==> src/rtl/arbiter_n_sdp_if.sv <==
// Request-side and memory-side signal bundle for the N-port single-port-memory arbiter.
// Slave is the arbiter's view; master is the requester/memory environment's view.
interface arbiter_n_sdp_if #(
    parameter int WIDTH     = 32,
    parameter int IDX_SIZE  = 4,
    parameter int NUM_PORTS = 4
);
    logic [NUM_PORTS*IDX_SIZE-1:0] addr;
    logic [NUM_PORTS*WIDTH-1:0]    in;
    logic [NUM_PORTS-1:0]          write_en;
    logic [NUM_PORTS-1:0]          read_en;
    logic                          mem_write_done;
    logic                          mem_read_done;
    logic [WIDTH-1:0]              mem_out;
    logic [NUM_PORTS*WIDTH-1:0]    out;
    logic [NUM_PORTS-1:0]          write_done;
    logic [NUM_PORTS-1:0]          read_done;
    logic [NUM_PORTS-1:0]          grant;
    logic [IDX_SIZE-1:0]           mem_addr;
    logic [WIDTH-1:0]              mem_in;
    logic                          mem_write_en;
    logic                          mem_read_en;

    modport slave (
        input  addr, in, write_en, read_en, mem_write_done, mem_read_done, mem_out,
        output out, write_done, read_done, grant, mem_addr, mem_in, mem_write_en, mem_read_en
    );

    modport master (
        output addr, in, write_en, read_en, mem_write_done, mem_read_done, mem_out,
        input  out, write_done, read_done, grant, mem_addr, mem_in, mem_write_en, mem_read_en
    );
endinterface

==> src/rtl/arbiter_n_sdp.sv <==
// Round-robin / fixed-priority arbiter sharing one dynamic-latency single-port memory
// among NUM_PORTS requesters; request fields are latched at grant.
module arbiter_n_sdp #(
    parameter int WIDTH         = 32,
    parameter int SIZE          = 16,
    parameter int IDX_SIZE      = 4,
    parameter int NUM_PORTS     = 4,
    parameter int PRIORITY_MODE = 0
) (
    input  logic            clk,
    input  logic            reset,
    arbiter_n_sdp_if.slave  bus
);
    localparam int PTR_W = $clog2(NUM_PORTS);
    typedef logic [PTR_W-1:0] idx_t;
    typedef enum logic [1:0] {IDLE, BUSY, DONE} state_t;

    if (NUM_PORTS < 2) begin : g_chk_ports
        $error("arbiter_n_sdp: NUM_PORTS must be at least 2");
    end
    if (SIZE > (1 << IDX_SIZE)) begin : g_chk_size
        $error("arbiter_n_sdp: SIZE exceeds the IDX_SIZE address space");
    end

    state_t               state_q, state_d;
    idx_t                 ptr_q, ptr_d;
    idx_t                 idx_q, idx_d;
    logic [IDX_SIZE-1:0]  addr_q, addr_d;
    logic [WIDTH-1:0]     data_q, data_d;
    logic                 wr_q, wr_d;
    logic [NUM_PORTS-1:0] wdone_q, wdone_d;
    logic [NUM_PORTS-1:0] rdone_q, rdone_d;
    logic [WIDTH-1:0]     out_q [NUM_PORTS];
    logic [WIDTH-1:0]     out_d [NUM_PORTS];

    logic [IDX_SIZE-1:0]  addr_a [NUM_PORTS];
    logic [WIDTH-1:0]     in_a   [NUM_PORTS];
    logic [NUM_PORTS-1:0] req;
    logic [NUM_PORTS-1:0] grant_c;
    logic                 found;
    idx_t                 win;
    idx_t                 cand;

    for (genvar p = 0; p < NUM_PORTS; p++) begin : g_ports
        assign addr_a[p] = bus.addr[p*IDX_SIZE +: IDX_SIZE];
        assign in_a[p]   = bus.in[p*WIDTH +: WIDTH];
        assign bus.out[p*WIDTH +: WIDTH] = out_q[p];
    end

    // A port asserting both enables is treated as a write.
    assign req = bus.write_en | bus.read_en;

    always_comb begin
        found = 1'b0;
        win   = '0;
        cand  = '0;
        for (int unsigned k = 0; k < NUM_PORTS; k++) begin
            if (PRIORITY_MODE != 0) begin
                cand = idx_t'(k);
            end else begin
                cand = idx_t'((32'(ptr_q) + 32'd1 + k) % NUM_PORTS);
            end
            if (!found && req[cand]) begin
                found = 1'b1;
                win   = cand;
            end
        end
    end

    always_comb begin
        state_d = state_q;
        ptr_d   = ptr_q;
        idx_d   = idx_q;
        addr_d  = addr_q;
        data_d  = data_q;
        wr_d    = wr_q;
        wdone_d = '0;
        rdone_d = '0;
        out_d   = out_q;
        case (state_q)
            IDLE: begin
                if (found) begin
                    state_d = BUSY;
                    ptr_d   = win;
                    idx_d   = win;
                    addr_d  = addr_a[win];
                    data_d  = in_a[win];
                    wr_d    = bus.write_en[win];
                end
            end
            BUSY: begin
                // Only the done matching the latched op can end the transaction.
                if (wr_q && bus.mem_write_done) begin
                    state_d        = DONE;
                    wdone_d[idx_q] = 1'b1;
                end else if (!wr_q && bus.mem_read_done) begin
                    state_d        = DONE;
                    rdone_d[idx_q] = 1'b1;
                    out_d[idx_q]   = bus.mem_out;
                end
            end
            DONE:    state_d = IDLE;
            default: state_d = IDLE;
        endcase
    end

    always_ff @(posedge clk or negedge reset) begin
        if (!reset) begin
            state_q <= IDLE;
            ptr_q   <= idx_t'(NUM_PORTS - 1);
            idx_q   <= '0;
            addr_q  <= '0;
            data_q  <= '0;
            wr_q    <= 1'b0;
            wdone_q <= '0;
            rdone_q <= '0;
            out_q   <= '{default: '0};
        end else begin
            state_q <= state_d;
            ptr_q   <= ptr_d;
            idx_q   <= idx_d;
            addr_q  <= addr_d;
            data_q  <= data_d;
            wr_q    <= wr_d;
            wdone_q <= wdone_d;
            rdone_q <= rdone_d;
            out_q   <= out_d;
        end
    end

    always_comb begin
        grant_c = '0;
        if (state_q != IDLE) grant_c[idx_q] = 1'b1;
    end

    assign bus.grant        = grant_c;
    assign bus.mem_addr     = addr_q;
    assign bus.mem_in       = data_q;
    assign bus.mem_write_en = (state_q == BUSY) && wr_q;
    assign bus.mem_read_en  = (state_q == BUSY) && !wr_q;
    assign bus.write_done   = wdone_q;
    assign bus.read_done    = rdone_q;
endmodule

==> src/flat_wrapper.sv <==
// flat-port wrapper written by rule: the top's interface ports become plain ports
module arbiter_n_sdp_flat 
#(
    parameter int WIDTH         = 32,
    parameter int SIZE          = 16,
    parameter int IDX_SIZE      = 4,
    parameter int NUM_PORTS     = 4,
    parameter int PRIORITY_MODE = 0
)
  (clk, reset, bus_addr, bus_in, bus_write_en, bus_read_en, bus_mem_write_done, bus_mem_read_done, bus_mem_out, bus_out, bus_write_done, bus_read_done, bus_grant, bus_mem_addr, bus_mem_in, bus_mem_write_en, bus_mem_read_en);
  arbiter_n_sdp_if #(.WIDTH(WIDTH), .IDX_SIZE(IDX_SIZE), .NUM_PORTS(NUM_PORTS)) bus_i ();
  input  logic clk;
  input  logic reset;
  input wire logic [$bits(bus_i.addr)-1:0] bus_addr;
  input wire logic [$bits(bus_i.in)-1:0] bus_in;
  input wire logic [$bits(bus_i.write_en)-1:0] bus_write_en;
  input wire logic [$bits(bus_i.read_en)-1:0] bus_read_en;
  input wire logic [$bits(bus_i.mem_write_done)-1:0] bus_mem_write_done;
  input wire logic [$bits(bus_i.mem_read_done)-1:0] bus_mem_read_done;
  input wire logic [$bits(bus_i.mem_out)-1:0] bus_mem_out;
  output wire logic [$bits(bus_i.out)-1:0] bus_out;
  output wire logic [$bits(bus_i.write_done)-1:0] bus_write_done;
  output wire logic [$bits(bus_i.read_done)-1:0] bus_read_done;
  output wire logic [$bits(bus_i.grant)-1:0] bus_grant;
  output wire logic [$bits(bus_i.mem_addr)-1:0] bus_mem_addr;
  output wire logic [$bits(bus_i.mem_in)-1:0] bus_mem_in;
  output wire logic [$bits(bus_i.mem_write_en)-1:0] bus_mem_write_en;
  output wire logic [$bits(bus_i.mem_read_en)-1:0] bus_mem_read_en;
  assign bus_i.addr = bus_addr;
  assign bus_i.in = bus_in;
  assign bus_i.write_en = bus_write_en;
  assign bus_i.read_en = bus_read_en;
  assign bus_i.mem_write_done = bus_mem_write_done;
  assign bus_i.mem_read_done = bus_mem_read_done;
  assign bus_i.mem_out = bus_mem_out;
  assign bus_out = bus_i.out;
  assign bus_write_done = bus_i.write_done;
  assign bus_read_done = bus_i.read_done;
  assign bus_grant = bus_i.grant;
  assign bus_mem_addr = bus_i.mem_addr;
  assign bus_mem_in = bus_i.mem_in;
  assign bus_mem_write_en = bus_i.mem_write_en;
  assign bus_mem_read_en = bus_i.mem_read_en;
  arbiter_n_sdp #(.WIDTH(WIDTH), .SIZE(SIZE), .IDX_SIZE(IDX_SIZE), .NUM_PORTS(NUM_PORTS), .PRIORITY_MODE(PRIORITY_MODE)) u_core (.clk(clk), .reset(reset), .bus(bus_i));
endmodule
==> config.mk <==
export PLATFORM = sky130hd
export DESIGN_NAME = arbiter_n_sdp_flat
export DESIGN_NICKNAME = d
export VERILOG_FILES = /design/src/rtl/arbiter_n_sdp_if.sv /design/src/rtl/arbiter_n_sdp.sv /design/src/flat_wrapper.sv
export SDC_FILE = /design/constraint.sdc
export NUM_CORES = 1
export LEC_CHECK = 0
export ABC_AREA = 0
export BUFFER_PORTS_ARGS = -buffer_cell sky130_fd_sc_hd__buf_2
export CAP_MARGIN = 10
export CORE_AREA = 4 4 142 144
export DETAILED_ROUTE_END_ITERATION = 10
export DIE_AREA = 0 0 146 148
export PLACE_DENSITY = 0.73
export SETUP_SLACK_MARGIN = 0.2
export SLEW_MARGIN = 20
export SYNTH_ARGS = -nofsm -noshare
export SYNTH_HDL_FRONTEND = slang
export SYNTH_SLANG_ARGS = --single-unit
==> constraint.sdc <==
create_clock -name clk -period 3.3 [get_ports clk]
set_input_delay 0.495 -clock clk [delete_from_list [all_inputs] [get_ports clk]]
set_output_delay 0.495 -clock clk [all_outputs]
set_load 0.05 [all_outputs]
==> flow_summary.html, run 1 <==
<table>
<tr><th>Metric</th><th>Value</th></tr>
<tr><th colspan="2">Synth</th></tr>
<tr><td>Per-instance average area after synthesis</td><td>14.3 um^2</td></tr>
<tr><td>Seq/Total Area, Yosys</td><td>between 50% and 60%</td></tr>
<tr><td>Post-synthesis instance area</td><td>approximately 8000 um^2</td></tr>
<tr><td>Synth Warn #</td><td>0</td></tr>
<tr><td>Area share of the largest cell type after synthesis</td><td>55.7%</td></tr>
<tr><td>Cell type with the highest aggregate area in the netlist</td><td>sky130_fd_sc_hd__dfrtp_1</td></tr>
<tr><td>Dominant register cell in the synthesized netlist</td><td>sky130_fd_sc_hd__dfrtp_1</td></tr>
<tr><td>Number of synthesized register bits</td><td>roughly 180</td></tr>
<tr><td>Commonest cells in the netlist</td><td>177 x sky130_fd_sc_hd__dfrtp_1, 128 x sky130_fd_sc_hd__mux2_2, 72 x sky130_fd_sc_hd__mux2i_1</td></tr>
<tr><td>Leading post-synthesis cells by cell area</td><td>sky130_fd_sc_hd__dfrtp_1 56%, sky130_fd_sc_hd__mux2_2 18%, sky130_fd_sc_hd__mux2i_1 9.1%, sky130_fd_sc_hd__o221ai_2 5.7%, sky130_fd_sc_hd__nand2_1 2.2%</td></tr>
<tr><td>Async set or reset register ratio after synthesis</td><td>100%</td></tr>
<tr><td>Dominant cell by count in the synthesized netlist</td><td>sky130_fd_sc_hd__dfrtp_1</td></tr>
<tr><td>Synthesized net count</td><td>742</td></tr>
<tr><td>Number of flops mapped to enable cells by yosys</td><td>0</td></tr>
<tr><td>Count of distinct cell types in the synthesized netlist</td><td>39</td></tr>
<tr><td>Cell count after synthesis</td><td>554</td></tr>
<tr><th colspan="2">Worst setup path</th></tr>
<tr><td>Start-to-end type of the worst setup path</td><td>register to register</td></tr>
<tr><td>Required time at the worst-slack endpoint</td><td>3.58 ns</td></tr>
<tr><td>Worst-path fanout max</td><td>72</td></tr>
<tr><td>CP Launch Type</td><td>register</td></tr>
<tr><td>Worst Setup End Kind</td><td>register</td></tr>
<tr><td>Arrival @ worst endpoint</td><td>roughly 2.7 ns</td></tr>
<tr><th colspan="2">Route</th></tr>
<tr><td>Number of DRC violations after detailed routing</td><td>0</td></tr>
<tr><td>Total length of routed wires</td><td>22800 um</td></tr>
<tr><td>Drt first-iter violations</td><td>195</td></tr>
<tr><td>Length of the first detailed-routing pass in iterations</td><td>4</td></tr>
<tr><td>Detailed-route via count</td><td>5952</td></tr>
<tr><td>Antenna-violating nets left</td><td>0</td></tr>
<tr><td>Final routed wire length divided by cell count</td><td>approximately 20 um</td></tr>
<tr><td>Via density per instance</td><td>5.13</td></tr>
<tr><th colspan="2">Floorplan</th></tr>
<tr><td>CORE AREA</td><td>approximately 19000 um^2</td></tr>
<tr><td>Top Ports</td><td>between 300 and 400</td></tr>
<tr><td>Vertical die dimension</td><td>148 um</td></tr>
<tr><td>Chip Width</td><td>between 100 and 150 um</td></tr>
<tr><td># rows</td><td>50</td></tr>
<tr><td>Full die area</td><td>21600 um^2</td></tr>
<tr><td>Initial standard-cell utilization of the core</td><td>42.5%</td></tr>
<tr><th colspan="2">Power and ir drop</th></tr>
<tr><td>Switching fraction of total power</td><td>52.1%</td></tr>
<tr><td>Leak Pwr</td><td>5.59 nW</td></tr>
<tr><td>Peak supply drop</td><td>0.683 mV</td></tr>
<tr><td>Switching power total</td><td>7.06 mW</td></tr>
<tr><td>Relative contribution of combinational cells to total power</td><td>56.8%</td></tr>
<tr><td>Sequential Power Share</td><td>27.9%</td></tr>
<tr><td>Ratio of total power to cell area</td><td>1280 nW/um^2</td></tr>
<tr><td>Clock power frac</td><td>15.4%</td></tr>
<tr><td>Pint</td><td>approximately 6.5 mW</td></tr>
<tr><th colspan="2">Final layout</th></tr>
<tr><td>Proportion of layout cells with a drive suffix above 1</td><td>62.5%</td></tr>
<tr><td>Layout overhead on the synthesized area</td><td>33.1%</td></tr>
<tr><td>Fill cell total of the finished layout</td><td>about 1600</td></tr>
<tr><td>NumNets Final</td><td>roughly 1100</td></tr>
<tr><th colspan="2">Clocking</th></tr>
<tr><td>Number of buffers inserted to repair setup after CTS</td><td>0</td></tr>
<tr><td>Cts hold-fix bufs</td><td>0</td></tr>
<tr><td>H-tree depth reported by CTS</td><td>4</td></tr>
<tr><td>Root cell of the clock tree</td><td>sky130_fd_sc_hd__clkbuf_16</td></tr>
<tr><td>CTS resizes</td><td>0</td></tr>
<tr><td>Clock slew at reported path FFs</td><td>0.08 ns</td></tr>
<tr><td>Number of buffers created by CTS</td><td>17</td></tr>
<tr><td>Worst-Skew Late Latency</td><td>0.42 ns</td></tr>
<tr><td>TritonCTS clock tree</td><td>done</td></tr>
<tr><td>Max Buffers Root-to-Sink</td><td>2</td></tr>
<tr><td>CTS sink count</td><td>179</td></tr>
<tr><th colspan="2">Placed design</th></tr>
<tr><td>Detail Placement HPWL</td><td>17200 um</td></tr>
<tr><td>Placement Setup Slack</td><td>0.714 ns</td></tr>
<tr><td>Buffers added on ports</td><td>~370</td></tr>
<tr><td>Routability congestion estimate</td><td>0.931</td></tr>
<tr><th colspan="2">Global route</th></tr>
<tr><td>Antenna violations before repair</td><td>1</td></tr>
<tr><td>Final global-route overflow total</td><td>0</td></tr>
<tr><td>Combined global-route utilization of all metal layers</td><td>between 20% and 30%</td></tr>
<tr><td>Wire length of the first global-routing pass</td><td>around 36000 um</td></tr>
<tr><td>Maximum number of pins on one net before global-route repair</td><td>87</td></tr>
<tr><td>Via count of the first global-routing pass</td><td>6520</td></tr>
<tr><th colspan="2">Flow run</th></tr>
<tr><td>Total of max-cap violations</td><td>0</td></tr>
<tr><th colspan="2">STA</th></tr>
<tr><td>Slack of the critical path</td><td>0.876 ns</td></tr>
<tr><td>Highest achievable clock rate</td><td>0.412 GHz</td></tr>
<tr><td>Final critical-path share of the clock period</td><td>73.5%</td></tr>
<tr><td>Worst setup skew after layout</td><td>0.0130 ns</td></tr>
<tr><td>Setup tns final</td><td>0 ns</td></tr>
<tr><td>Smallest hold slack</td><td>0.132 ns</td></tr>
<tr><td>Slew of the pin with the lowest slew margin</td><td>0.793 ns</td></tr>
<tr><td>Total count of hold-check failures in the final report</td><td>0</td></tr>
<tr><td>Remaining max-slew budget at the tightest pin</td><td>47.2%</td></tr>
<tr><td>Count of pins over their slew limit</td><td>0</td></tr>
<tr><td>RSZ-0062 raised after global routing</td><td>no</td></tr>
<tr><td>Final setup violating endpoints</td><td>0</td></tr>
<tr><td>Final critical-path required period</td><td>2.42 ns</td></tr>
<tr><th colspan="2">Status</th></tr>
<tr><td>Run status</td><td>completed</td></tr>
<tr><th colspan="2">Hold path</th></tr>
<tr><td>Type of the most critical hold path</td><td>input port to asynchronous set/reset pin</td></tr>
</table>
==> logic make-up after synthesis <==
family | synth area share [%]
buffers and inverters | 3.57
and+or+nand+nor | 4.47
muxes | 27.2
DFF | 56.4
AOI/OAI and AO/OA | 8.37
==> final cells by class <==
| type | instances | area [um^2] | share of cell area, % |
|---|---|---|---|
| Clock buffer | 17 | 425 | 4.02 |
| Tap cell | 234 | 293 | 2.77 |
| Timing Repair Buffer | 376 | 1950 | 18.5 |
| Inverter | 4 | 15.0 | 0.142 |
| Clock inverter | 15 | 200 | 1.89 |
| Antenna cell | 1 | 2.50 | 0.0236 |
| Multi-Input combinational cell | 335 | 3210 | 30.4 |
| Sequential cell | 179 | 4480 | 42.3 |
==> critical path, stage by stage (launching register included) <==
cell and delay [ns]:
sky130_fd_sc_hd__dfstp_2 0.66, sky130_fd_sc_hd__o21a_1 0.18, sky130_fd_sc_hd__o22ai_1 0.10, sky130_fd_sc_hd__a221oi_4 0.36, sky130_fd_sc_hd__buf_12 0.41, sky130_fd_sc_hd__mux2i_1 0.33, sky130_fd_sc_hd__o221ai_2 0.13
==> metrics by stage <==
step           util (%)  power, mW  cell area [um^2]  cells
2_1_floorplan         -       9.79              7950    554
3_3_place_gp       53.2       11.4              9960   1128
3_5_place_dp       53.2       11.6              9960   1128
4_1_cts            56.6       13.7             10600   1160
5_1_grt            56.6       14.2             10600   1161
6_report           56.6       13.6             10600   1161
==> cell usage in the layout (no fill, tap or decap), types with 2 or more instances in the layout <==
master	netlist	layout
sky130_fd_sc_hd__nand2_1	46	46
sky130_fd_sc_hd__o221ai_2	30	30
sky130_fd_sc_hd__buf_12	4	3
sky130_fd_sc_hd__inv_8	0	4
sky130_fd_sc_hd__nand2b_1	3	3
sky130_fd_sc_hd__o221ai_1	6	6
sky130_fd_sc_hd__clkinv_8	0	4
sky130_fd_sc_hd__buf_4	2	8
sky130_fd_sc_hd__inv_1	4	4
sky130_fd_sc_hd__nor3_1	3	3
sky130_fd_sc_hd__or3_1	3	3
sky130_fd_sc_hd__dfstp_2	2	2
sky130_fd_sc_hd__mux2i_1	72	72
sky130_fd_sc_hd__nor2_1	16	15
sky130_fd_sc_hd__mux2_2	128	128
sky130_fd_sc_hd__o21a_1	3	3
sky130_fd_sc_hd__clkbuf_16	0	17
sky130_fd_sc_hd__clkinv_4	0	3
sky130_fd_sc_hd__dfrtp_1	177	177
sky130_fd_sc_hd__a211oi_1	2	2
sky130_fd_sc_hd__inv_6	0	2
sky130_fd_sc_hd__a21oi_1	4	4
sky130_fd_sc_hd__buf_2	16	364
sky130_fd_sc_hd__or4_4	2	2
==> state kept, by name (all words and copies together) (netlist names) <==
register / count
u_core.bus.out: 128
u_core.bus.mem_in: 32
u_core.bus.mem_addr: 4
u_core.bus.read_done: 4
u_core.bus.write_done: 4
u_core.idx_q: 2
u_core.ptr_q: 2
u_core.state_q: 2
u_core.wr_q: 1
==> power groups by stage <==
stage               sequential [mW]  clock (mW)  combinational (mW)
floorplan                      7.12           0                2.67
global placement               3.75           0                7.67
detailed placement             3.80           0                7.78
CTS                            3.78        2.14                7.79
global route                   3.90        2.24                8.10
finish                         3.78        2.09                7.70
==> routing by layer <==
layer  vias up  GRT usage, %  share of wire, %
li1       2746             -                 -
met1      2907          24.6                39
met2       259          35.5                50
met3        40          7.94               9.0
met4         0          6.68               2.3
met5         -             0                 0
==> path summary, 6_finish.rpt <==
| check | end | startpoint | slack (ns) | cells past startpoint |
|---|---|---|---|---|
| setup / recovery | u_core.bus.mem_in[8] | u_core.ptr_q[1] | 0.88 | 6 |
| hold / removal | u_core.bus.out[65] | reset | 0.13 | 1 |
| setup reg to reg | u_core.bus.mem_in[8] | u_core.ptr_q[1] | 0.88 | 6 |
| hold reg to reg | u_core.bus.mem_in[25] | u_core.bus.mem_in[25] | 0.49 | 2 |
| max in group asynchronous | u_core.bus.out[110] | reset | 2.35 | 2 |
| min in group clk | u_core.bus.out[81] | bus_mem_out[17] | 0.35 | 2 |
No activity file was read; power rests on OpenSTA's default activity.
==> run 2: changes to the inputs <==
--- a/config.mk
+++ b/config.mk
@@ -8,10 +8,10 @@
 export ABC_AREA = 0
 export BUFFER_PORTS_ARGS = -buffer_cell sky130_fd_sc_hd__buf_2
 export CAP_MARGIN = 10
-export CORE_AREA = 4 4 142 144
+export CORE_AREA = 4 4 139 141
 export DETAILED_ROUTE_END_ITERATION = 10
-export DIE_AREA = 0 0 146 148
-export PLACE_DENSITY = 0.73
+export DIE_AREA = 0 0 143 145
+export PLACE_DENSITY = 0.76
 export SETUP_SLACK_MARGIN = 0.2
 export SLEW_MARGIN = 20
 export SYNTH_ARGS = -nofsm -noshare
==> constraint.sdc (replaced) <==
create_clock -name clk -period 2.25 [get_ports clk]
set_input_delay 0.3375 -clock clk [delete_from_list [all_inputs] [get_ports clk]]
set_output_delay 0.3375 -clock clk [all_outputs]
set_load 0.05 [all_outputs]
==> run 2 against run 1 <==
  * Worst setup slack lost 0.71 ns
  * Sequential share of layout area shrank 3.1 points
  * First-iteration DRC count shrank 9.7%
  * Critical path type unchanged
  * Highest routed layer unchanged
==> flow_summary.html, run 2 (same netlist as run 1, synthesis figures left out) <==
<table>
<tr><th>Metric</th><th>Value</th></tr>
<tr><th colspan="2">Final layout</th></tr>
<tr><td>Proportion of layout cells with a drive suffix above 1</td><td>68.1% (was 62.5%)</td></tr>
<tr><td>Layout overhead on the synthesized area</td><td>43.7% (was 33.1%)</td></tr>
<tr><td>Number of flip-flops in the largest register</td><td>128 (unchanged)</td></tr>
<tr><td>Register Area</td><td>4480 um^2 (unchanged)</td></tr>
<tr><td>Fill cell total of the finished layout</td><td>1358 (was 1601)</td></tr>
<tr><td>Most frequent cells in the layout</td><td>364 x sky130_fd_sc_hd__buf_2, 177 x sky130_fd_sc_hd__dfrtp_1, 128 x sky130_fd_sc_hd__mux2_2, 46 x sky130_fd_sc_hd__nand2_1, 34 x sky130_fd_sc_hd__mux2i_1 (was 364 x sky130_fd_sc_hd__buf_2, 177 x sky130_fd_sc_hd__dfrtp_1, 128 x sky130_fd_sc_hd__mux2_2, 72 x sky130_fd_sc_hd__mux2i_1, 46 x sky130_fd_sc_hd__nand2_1)</td></tr>
<tr><td>Post-Layout Inst Area</td><td>11400 um^2 (was 10600 um^2)</td></tr>
<tr><td>NumNets Final</td><td>1132 (was 1101)</td></tr>
<tr><td>Antenna Diode Count</td><td>0 (was 1)</td></tr>
<tr><td>Area used by multi-input combinational logic</td><td>3580 um^2 (was 3210 um^2)</td></tr>
<tr><td>Most common cell after layout, fill and taps aside</td><td>sky130_fd_sc_hd__buf_2 (unchanged)</td></tr>
<tr><th colspan="2">Worst setup path</th></tr>
<tr><td>Total stage count of the critical path</td><td>8 (was 6)</td></tr>
<tr><td>CP Launch Type</td><td>register (unchanged)</td></tr>
<tr><td>Maximum single-stage delay on the critical path</td><td>0.56 ns (was 0.66 ns)</td></tr>
<tr><td>Crit path max-delay family</td><td>compound AO/OA/AOI/OAI gates (unchanged)</td></tr>
<tr><td>Start-to-end type of the worst setup path</td><td>register to register (unchanged)</td></tr>
<tr><td>Register-to-Register Path Depth</td><td>8 (was 6)</td></tr>
<tr><td>Worst Setup End Kind</td><td>register (unchanged)</td></tr>
<tr><td>Register-to-register path setup slack</td><td>0.17 ns (was 0.88 ns)</td></tr>
<tr><td>Worst path bufs/invs</td><td>3 (was 1)</td></tr>
<tr><td>Worst-path fanout max</td><td>8 (was 72)</td></tr>
<tr><td>Arrival @ worst endpoint</td><td>2.37 ns (was 2.71 ns)</td></tr>
<tr><td>Chain of cells forming the critical path</td><td>o21a_1, o22ai_2, a221oi_4, buf_6, buf_12, buf_12, mux2i_4, o221ai_2 (was o21a_1, o22ai_1, a221oi_4, buf_12, mux2i_1, o221ai_2)</td></tr>
<tr><td>Dominant cell type by count on the critical path</td><td>sky130_fd_sc_hd__buf_12</td></tr>
<tr><td>Critical-path top delay cell</td><td>sky130_fd_sc_hd__dfstp_2 (unchanged)</td></tr>
<tr><td>Required time at the worst-slack endpoint</td><td>2.54 ns (was 3.58 ns)</td></tr>
<tr><th colspan="2">Power and ir drop</th></tr>
<tr><td>Switching power total</td><td>10.7 mW (was 7.06 mW)</td></tr>
<tr><td>Sequential Power Share</td><td>25.9% (was 27.9%)</td></tr>
<tr><td>Clock power frac</td><td>14.0% (was 15.4%)</td></tr>
<tr><td>Relative contribution of combinational cells to total power</td><td>60.1% (was 56.8%)</td></tr>
<tr><td>Pint</td><td>10.5 mW (was 6.50 mW)</td></tr>
<tr><td>Leak Pwr</td><td>5.78 nW (was 5.59 nW)</td></tr>
<tr><td>Peak supply drop</td><td>1.25 mV (was 0.683 mV)</td></tr>
<tr><td>Ratio of total power to cell area</td><td>1860 nW/um^2 (was 1280 nW/um^2)</td></tr>
<tr><td>Switching fraction of total power</td><td>50.5% (was 52.1%)</td></tr>
<tr><th colspan="2">STA</th></tr>
<tr><td>Slew of the pin with the lowest slew margin</td><td>0.590 ns (was 0.793 ns)</td></tr>
<tr><td>Final critical-path required period</td><td>2.08 ns (was 2.42 ns)</td></tr>
<tr><td>Final critical-path share of the clock period</td><td>92.4% (was 73.5%)</td></tr>
<tr><td>Setup tns final</td><td>0 ns (unchanged)</td></tr>
<tr><td>Highest achievable clock rate</td><td>0.481 GHz (was 0.412 GHz)</td></tr>
<tr><td>Remaining max-slew budget at the tightest pin</td><td>60.7% (was 47.2%)</td></tr>
<tr><td>RSZ-0062 raised after global routing</td><td>yes (was no)</td></tr>
<tr><td>Worst setup skew after layout</td><td>0.0121 ns (was 0.0130 ns)</td></tr>
<tr><td>Final setup violating endpoints</td><td>0 (unchanged)</td></tr>
<tr><td>Total count of hold-check failures in the final report</td><td>0 (unchanged)</td></tr>
<tr><td>Count of pins over their slew limit</td><td>0 (unchanged)</td></tr>
<tr><th colspan="2">Floorplan</th></tr>
<tr><td>CORE AREA</td><td>18000 um^2 (was 18700 um^2)</td></tr>
<tr><td># rows</td><td>49 (was 50)</td></tr>
<tr><td>Full die area</td><td>20700 um^2 (was 21600 um^2)</td></tr>
<tr><td>Vertical die dimension</td><td>145 um (was 148 um)</td></tr>
<tr><td>Chip Width</td><td>143 um (was 146 um)</td></tr>
<tr><td>Initial standard-cell utilization of the core</td><td>44.3% (was 42.5%)</td></tr>
<tr><td>Top Ports</td><td>366 (unchanged)</td></tr>
<tr><th colspan="2">Global route</th></tr>
<tr><td>Maximum number of pins on one net before global-route repair</td><td>65 (was 87)</td></tr>
<tr><td>Via count of the first global-routing pass</td><td>6440 (was 6520)</td></tr>
<tr><td>Final global-route overflow total</td><td>0 (unchanged)</td></tr>
<tr><td>Antenna violations before repair</td><td>0 (was 1)</td></tr>
<tr><td>Wire length of the first global-routing pass</td><td>35800 um (was 36100 um)</td></tr>
<tr><td>Combined global-route utilization of all metal layers</td><td>22.1% (was 20.9%)</td></tr>
<tr><th colspan="2">Placed design</th></tr>
<tr><td>Detail Placement HPWL</td><td>17300 um (was 17200 um)</td></tr>
<tr><td>Routability congestion estimate</td><td>0.850 (was 0.931)</td></tr>
<tr><td>Placed cell areas</td><td>10200 um^2 (was 9960 um^2)</td></tr>
<tr><td>Buffers added on ports</td><td>365 (unchanged)</td></tr>
<tr><th colspan="2">Clocking</th></tr>
<tr><td>CTS sink count</td><td>179 (unchanged)</td></tr>
<tr><td>Clock slew at reported path FFs</td><td>0.07 ns (was 0.08 ns)</td></tr>
<tr><td>Max Buffers Root-to-Sink</td><td>2 (unchanged)</td></tr>
<tr><td>Number of buffers created by CTS</td><td>17 (unchanged)</td></tr>
<tr><td>H-tree depth reported by CTS</td><td>4 (unchanged)</td></tr>
<tr><td>Worst-Skew Late Latency</td><td>0.42 ns (about the same)</td></tr>
<tr><td>Root cell of the clock tree</td><td>sky130_fd_sc_hd__clkbuf_16 (unchanged)</td></tr>
<tr><td>TritonCTS clock tree</td><td>done (unchanged)</td></tr>
<tr><th colspan="2">Route</th></tr>
<tr><td>Length of the first detailed-routing pass in iterations</td><td>4 (unchanged)</td></tr>
<tr><td>Drt first-iter violations</td><td>176 (was 195)</td></tr>
<tr><td>Detailed-route via count</td><td>6110 (was 5952)</td></tr>
<tr><td>Antenna-violating nets left</td><td>0 (unchanged)</td></tr>
<tr><td>Total length of routed wires</td><td>24100 um (was 22800 um)</td></tr>
<tr><td>Via density per instance</td><td>5.16 (was 5.13)</td></tr>
<tr><td>Number of DRC violations after detailed routing</td><td>0 (unchanged)</td></tr>
<tr><td>Final routed wire length divided by cell count</td><td>20.4 um (was 19.7 um)</td></tr>
<tr><th colspan="2">Hold path</th></tr>
<tr><td>Worst Hold Path Cells</td><td>2</td></tr>
<tr><td>Type of the most critical hold path</td><td>input port to register (was input port to asynchronous set/reset pin)</td></tr>
<tr><th colspan="2">Flow run</th></tr>
<tr><td>Total of max-cap violations</td><td>0 (unchanged)</td></tr>
<tr><th colspan="2">Status</th></tr>
<tr><td>Run status</td><td>completed (unchanged)</td></tr>
</table>
## run 2: final cells by class
type	count	share of cell area, %
Sequential cell	179	39.2
Multi-Input combinational cell	335	31.3
Timing Repair Buffer	407	21.6
Clock buffer	17	3.73
Tap cell	229	2.51
Clock inverter	14	1.47
Inverter	4	0.131
## run 2: layer usage
metal / share of wire, % / up-vias / global-route usage, %
met2: 49 / 279 / 36.4
met1: 38 / 2980 / 26.7
met4: 2.9 / 0 / 8.08
met5: 0 / - / 0
li1: - / 2810 / -
met3: 9.7 / 41 / 7.67
## run 2: path summary, 6_finish.rpt
kind                                       startpoint                     to
worst max-delay path                  u_core.ptr_q[1]  u_core.bus.mem_in[13]
worst min-delay path                   bus_mem_out[4]    u_core.bus.out[100]
worst max register to register        u_core.ptr_q[1]  u_core.bus.mem_in[13]
worst min register to register  u_core.bus.mem_in[22]  u_core.bus.mem_in[22]
max in group asynchronous                       reset     u_core.bus.out[15]
min in group asynchronous                       reset     u_core.bus.out[30]
## run 2: metrics by stage
stage               hold WS (ns)  utilization (%)  instances  worst slack [ns]  power (mW)
floorplan                 0.0419                -        554             0.205        14.4
global placement           0.363             56.8       1138             0.115        17.1
detailed placement         0.360             56.8       1138            0.0109        17.3
CTS                        0.163             61.0       1180             0.191        20.7
global route               0.170             63.6       1185            0.0669        22.3
finish                     0.186             63.6       1185             0.170        21.3
## run 2: what timing repair did
| action | 4_1_cts | 5_1_grt |
|---|---|---|
| buffers inserted | 8 | 2 |
| hold buffers | 1 | 0 |
| endpoints found under the setup margin | 32 | 43 |
| gates cloned | 2 | 3 |
| pin swaps | 2 | 14 |
| gates resized for setup | 7 | 71 |
| hold endpoints to repair | 57 | 0 |
## run 2: power groups by stage
stage | clock network [mW] | logic, mW | registers, mW
floorplan | 0 | 3.93 | 10.4
global placement | 0 | 11.6 | 5.52
detailed placement | 0 | 11.8 | 5.54
CTS | 3.06 | 12.1 | 5.50
global route | 3.20 | 13.4 | 5.67
finish | 2.98 | 12.8 | 5.50
